`src/rtl/vga_timing_pkg.sv`:
```
// Default 640x480@60 timing constants, line/frame total helpers and the coordinate type
// shared by the VGA sync generator and its axis counters.
package vga_timing_pkg;

    localparam int unsigned DefHDisplay = 640;
    localparam int unsigned DefHFront   = 16;
    localparam int unsigned DefHSync    = 96;
    localparam int unsigned DefHBack    = 48;
    localparam int unsigned DefVDisplay = 480;
    localparam int unsigned DefVFront   = 10;
    localparam int unsigned DefVSync    = 2;
    localparam int unsigned DefVBack    = 33;

    // Largest total that a coord_t counter can still cover (0..CoordLimit-1).
    localparam int unsigned CoordLimit  = 1024;

    typedef logic [9:0] coord_t;

    function automatic int unsigned h_total(input int unsigned display, input int unsigned front,
                                            input int unsigned sync, input int unsigned back);
        return display + front + sync + back;
    endfunction

    function automatic int unsigned v_total(input int unsigned display, input int unsigned front,
                                            input int unsigned sync, input int unsigned back);
        return display + front + sync + back;
    endfunction

endpackage

```
`src/rtl/vga_axis_counter.sv`:
```
// One timing axis: wrapping position counter plus decode of the sync and display windows
// for the position the counter holds after the current edge.
module vga_axis_counter
    import vga_timing_pkg::*;
#(
    parameter int unsigned DISPLAY = DefHDisplay,
    parameter int unsigned FRONT   = DefHFront,
    parameter int unsigned SYNC    = DefHSync,
    parameter int unsigned BACK    = DefHBack,
    parameter bit          POL     = 1'b0
) (
    input  logic   clk,
    input  logic   rst,
    input  logic   step_i,
    output coord_t count_o,
    output logic   wrap_o,
    output logic   in_sync_o,
    output logic   in_display_o
);

    typedef logic [10:0] wide_t;

    localparam int unsigned Total     = h_total(DISPLAY, FRONT, SYNC, BACK);
    localparam coord_t      LastCount = coord_t'(Total - 1);
    localparam wide_t       SyncStart = wide_t'(DISPLAY + FRONT);
    localparam wide_t       SyncEnd   = wide_t'(DISPLAY + FRONT + SYNC);
    localparam wide_t       DispEnd   = wide_t'(DISPLAY);

    coord_t count_q, count_d;
    wide_t  count_ext;
    logic   at_last;

    assign at_last = (count_q == LastCount);
    assign wrap_o  = step_i && at_last;
    assign count_o = count_q;

    // Windows are decoded from the next count so the parent can register them in step
    // with the counter itself.
    always_comb begin
        count_d = count_q;
        if (step_i) begin
            count_d = at_last ? '0 : count_q + coord_t'(1);
        end
        count_ext    = {1'b0, count_d};
        in_sync_o    = (count_ext >= SyncStart) && (count_ext < SyncEnd);
        in_display_o = (count_ext < DispEnd);
    end

    always_ff @(posedge clk) begin
        if (rst) begin
            count_q <= '0;
        end else begin
            count_q <= count_d;
        end
    end

endmodule

```
`src/rtl/vga_sync_gen.sv`:
```
// VGA raster timing generator: counters, registered sync/display decode, line/frame pulses.
// Define VGA_SYNC_GEN_ALIGN_EN to delay hsync/vsync/display_on by one extra en-step.
module vga_sync_gen
    import vga_timing_pkg::*;
#(
    parameter int unsigned H_DISPLAY = DefHDisplay,
    parameter int unsigned H_FRONT   = DefHFront,
    parameter int unsigned H_SYNC    = DefHSync,
    parameter int unsigned H_BACK    = DefHBack,
    parameter int unsigned V_DISPLAY = DefVDisplay,
    parameter int unsigned V_FRONT   = DefVFront,
    parameter int unsigned V_SYNC    = DefVSync,
    parameter int unsigned V_BACK    = DefVBack,
    parameter bit          HSYNC_POL = 1'b0,
    parameter bit          VSYNC_POL = 1'b0
) (
    input  logic       clk,
    input  logic       rst,
    input  logic       en,
    output logic [9:0] hpos,
    output logic [9:0] vpos,
    output logic       hsync,
    output logic       vsync,
    output logic       display_on,
    output logic       line_start,
    output logic       frame_start,
    output logic [7:0] frame_count
);

    localparam int unsigned HTotal = h_total(H_DISPLAY, H_FRONT, H_SYNC, H_BACK);
    localparam int unsigned VTotal = v_total(V_DISPLAY, V_FRONT, V_SYNC, V_BACK);

    if (HTotal > CoordLimit) begin : g_h_total_err
        $error("vga_sync_gen: horizontal total exceeds 10-bit coordinate range");
    end
    if (VTotal > CoordLimit) begin : g_v_total_err
        $error("vga_sync_gen: vertical total exceeds 10-bit coordinate range");
    end

    coord_t h_count, v_count;
    logic   h_wrap, v_wrap;
    logic   h_in_sync, v_in_sync, h_in_display, v_in_display;

    vga_axis_counter #(
        .DISPLAY (H_DISPLAY),
        .FRONT   (H_FRONT),
        .SYNC    (H_SYNC),
        .BACK    (H_BACK),
        .POL     (HSYNC_POL)
    ) u_h_axis (
        .clk          (clk),
        .rst          (rst),
        .step_i       (en),
        .count_o      (h_count),
        .wrap_o       (h_wrap),
        .in_sync_o    (h_in_sync),
        .in_display_o (h_in_display)
    );

    // Vertical axis only moves on the horizontal wrap, so vsync changes with vpos there.
    vga_axis_counter #(
        .DISPLAY (V_DISPLAY),
        .FRONT   (V_FRONT),
        .SYNC    (V_SYNC),
        .BACK    (V_BACK),
        .POL     (VSYNC_POL)
    ) u_v_axis (
        .clk          (clk),
        .rst          (rst),
        .step_i       (h_wrap),
        .count_o      (v_count),
        .wrap_o       (v_wrap),
        .in_sync_o    (v_in_sync),
        .in_display_o (v_in_display)
    );

    logic       hsync_q, hsync_d;
    logic       vsync_q, vsync_d;
    logic       display_q, display_d;
    logic       line_start_q, frame_start_q;
    logic [7:0] frame_count_q, frame_count_d;

    always_comb begin
        hsync_d       = h_in_sync ? HSYNC_POL : ~HSYNC_POL;
        vsync_d       = v_in_sync ? VSYNC_POL : ~VSYNC_POL;
        display_d     = h_in_display && v_in_display;
        frame_count_d = frame_count_q + (v_wrap ? 8'd1 : 8'd0);
    end

    always_ff @(posedge clk) begin
        if (rst) begin
            hsync_q       <= ~HSYNC_POL;
            vsync_q       <= ~VSYNC_POL;
            display_q     <= 1'b1;
            line_start_q  <= 1'b0;
            frame_start_q <= 1'b0;
            frame_count_q <= 8'd0;
        end else begin
            hsync_q       <= hsync_d;
            vsync_q       <= vsync_d;
            display_q     <= display_d;
            line_start_q  <= h_wrap;
            frame_start_q <= v_wrap;
            frame_count_q <= frame_count_d;
        end
    end

`ifdef VGA_SYNC_GEN_ALIGN_EN
    logic hsync_al_q, vsync_al_q, display_al_q;

    always_ff @(posedge clk) begin
        if (rst) begin
            hsync_al_q   <= ~HSYNC_POL;
            vsync_al_q   <= ~VSYNC_POL;
            display_al_q <= 1'b1;
        end else if (en) begin
            hsync_al_q   <= hsync_q;
            vsync_al_q   <= vsync_q;
            display_al_q <= display_q;
        end
    end

    assign hsync      = hsync_al_q;
    assign vsync      = vsync_al_q;
    assign display_on = display_al_q;
`else
    assign hsync      = hsync_q;
    assign vsync      = vsync_q;
    assign display_on = display_q;
`endif

    assign hpos        = h_count;
    assign vpos        = v_count;
    assign line_start  = line_start_q;
    assign frame_start = frame_start_q;
    assign frame_count = frame_count_q;

endmodule

```
`config.mk`:
```
export PLATFORM = sky130hd
export DESIGN_NAME = vga_sync_gen
export DESIGN_NICKNAME = d
export VERILOG_FILES = /design/src/rtl/vga_timing_pkg.sv /design/src/rtl/vga_axis_counter.sv /design/src/rtl/vga_sync_gen.sv
export SDC_FILE = /design/constraint.sdc
export NUM_CORES = 1
export LEC_CHECK = 0
export CAP_MARGIN = 10
export CORE_UTILIZATION = 45
export DETAILED_ROUTE_END_ITERATION = 10
export GPL_TIMING_DRIVEN = 0
export PLACE_DENSITY = 0.71
export SYNTH_ARGS = -nofsm -noshare
export SYNTH_HDL_FRONTEND = slang
export SYNTH_SLANG_ARGS = --single-unit
```
`constraint.sdc`:
```
create_clock -name clk -period 2.25 [get_ports clk]
set_input_delay 0.3375 -clock clk [delete_from_list [all_inputs] [get_ports clk]]
set_output_delay 0.3375 -clock clk [all_outputs]
set_load 0.01 [all_outputs]
```
==> results.toml <==
[worst_hold_path]
worstHoldStart = "en"
hold_class = "primary input to flip-flop"
hold_end = "u_h_axis.count_o[0]"
hold_depth = 3

[critical_path]
critical_path_peak_fanout = 8
cp-end-kind = "flip-flop"
path_class = "flip-flop to flip-flop"
r2r-start = "u_v_axis.count_o[0]"
r2r_setup_slack_ns = 0.14
worstPathArrival_ns = 2.26
r2r-end = "frame_count[6]"
required_ns = 2.40
critPathLaunchType = "flip-flop"
ff2ff_path_depth = 10

[floorplanning]
core_region_area_mm2 = 0.00366
die_area_mm2 = 0.00406
num_io_pins = 36
die_y_um = 63.7
die_w_um = 63.7
rows = 22
start_util = 0.468

[pwr]
ir_worst_vdd_uv = 327
power_mw = 1.21
leakagePower_nw = 0.815
p_per_area_mw_per_mm2 = 537

[sta]
tns_ns = 0
holdWs_ns = 0.384
hold_violations = 0
slew_headroom = 0.623
tightest_slew_ns = 0.566
finalSetupViolations = 0
skew_ns = 0.00878
fin_ws_ns = 0.141
finalCritPeriodShare = 0.938
drv_slew = 0
clock.fmax_mhz = 474
post-route-min-period_ns = 2.11

[routing]
drt-pass1-iter-count = 4
drtIter0Drc = 79
avgViaCountPerCell = 5.53
drc = 0
wl_per_cell_um = 13.7
vias = 1555
antenna_left = 0
wl_mm = 3.84

[cts]
cts_buffers = 5
htreeDepth = 2
cts.path.max_buffers = 2
cts_hold_buf = 0
clock_latency_ns = 0.29
cts_tree = "yes"
path_clk_slew_ns = 0.07
cts-root-buf = "clkbuf_8"
clock_sinks = 33

[logic_synthesis]
yosys.area.top_type = "dfxtp_1"
netlist_instances = 190
post_synth_num_cell_types = 46
synth-edff-count = 0
synth_top_cells_by_area = "dfxtp_1 (39%), xor2_1 (6.1%), nor2_1 (4.2%), nor3_1 (4.1%), ha_1 (3.7%)"
syn_area_per_cell_um2 = 9.02
yosys_register_bits = 33
synthFlopType = "dfxtp_1"
async_reset_ff_frac = 0
ys_seq_area_frac = 0.386
syn_area_mm2 = 0.00171
syn-num-nets = 198
synth_top_area_share = 0.386
yosys_warnings = 0

[final_layout]
drive_gt1_frac = 0.137
fin_nets = 240
num-fill-cells = 335
final_util = 0.616
final_cell_mix = "clkdlybuf4s50_1 (34), dfxtp_1 (31), nor2_1 (19)"
layout.area.seq_um2 = 663
multi_input_area_um2 = 986
syn2layout_area_growth_pct = 31.6
final_common_cell = "clkdlybuf4s50_1"
antenna_cells = 0

[grt]
grt_first_pass_wirelength_mm = 6.76
track_usage = 0.218
grt_max_degree = 11
antenna_found_initial = 0
grt_overflow = 0
grt_pass1_vias = 1375

[outcome]
status = "finished clean"

[placement]
gp_congestion = 0.891
place_ws_ns = 0.0942
dpl.hpwl_mm = 2.74
portBuffers = 34

[flow_run]
cap_violations = 0
worst max path at each step:
stage                      to                 from  slack, ns
2_1_floorplan  frame_count[4]  u_v_axis.count_o[0]       0.28
3_3_place_gp   frame_count[7]  u_v_axis.count_o[0]       0.12
3_5_place_dp   frame_count[5]  u_v_axis.count_o[0]       0.09
4_1_cts        frame_count[7]  u_v_axis.count_o[0]       0.08
5_1_grt        frame_count[6]  u_v_axis.count_o[0]     -0.008
6_report       frame_count[6]  u_v_axis.count_o[0]       0.14
critical path: stages (launching register included):
cell      delay (ns)
dfxtp_2         0.36
inv_1           0.07
ha_1            0.13
and4bb_2        0.26
nand4_1         0.23
nor2_1          0.22
ha_1            0.20
ha_2            0.21
nand3_1         0.09
xor2_1          0.15
nor2_1          0.05
report_power, final:
| group | switching [mW] | internal, mW |
|---|---|---|
| clock | 0.218 | 0.361 |
| combinational | 0.0208 | 0.0162 |
| sequential | 0.00634 | 0.588 |
| total | 0.245 | 0.965 |
cells in the mapped netlist, types with 2 or more instances:
library cell	number
dfxtp_1	33
nor2_1	19
nor3_1	14
nand3_1	12
xor2_1	12
nand2_1	11
nand4_1	10
inv_1	7
a21oi_1	6
o21ai_0	6
and2_1	5
ha_1	5
xnor2_1	5
and3_1	3
buf_4	3
a21o_1	2
and4bb_2	2
buf_1	2
buf_2	2
mux2i_1	2
nor2b_1	2
nor4_1	2
o211ai_1	2
layout make-up:
| cell class | count | area share |
|---|---|---|
| timing repair buffer | 35 | 0.154 |
| multi-input combinational | 141 | 0.437 |
| buffer | 9 | 0.0244 |
| clock buffer | 7 | 0.0383 |
| inverter | 7 | 0.0117 |
| clock inverter | 1 | 0.0133 |
| sequential | 33 | 0.294 |
| tap | 48 | 0.0266 |
through the flow:
| step | cell area, µm² | std cells |
|---|---|---|
| floorplan | 1710 | 190 |
| global placement | 2110 | 272 |
| detailed placement | 2110 | 272 |
| CTS | 2230 | 280 |
| global route | 2250 | 281 |
| finish | 2250 | 281 |
kinds of logic (layout without fill, tap and decap cells):
group,after synthesis,count (layout),synth area share
mux,2,2,0.0117
compound gates,27,27,0.126
flops,33,33,0.386
fa+ha+maj,5,5,0.0365
simple gates,90,90,0.306
xor+xnor,17,17,0.0869
buf+inv,16,59,0.0475
registers in the layout, summed over array words and instances, names as in the netlist:
name	count
display_on	1
frame_count	8
frame_start	1
hsync	1
line_start	1
u_h_axis.count_o	10
u_v_axis.count_o	10
vsync	1
per-layer routing:
metal  part of all wire  global-route usage  vias to the layer above
met2               0.45               0.316                       43
li1                   -                   -                      769
met4              0.021               0.114                        0
met3              0.037              0.0507                        6
met5                  0                   0                        -
met1               0.50               0.296                      737
repair_timing:
action,in CTS,in global routing
setup endpoints to repair,0,6
setup buffers,0,1
gates resized for setup,0,6
No activity file was read; power rests on OpenSTA's default activity.
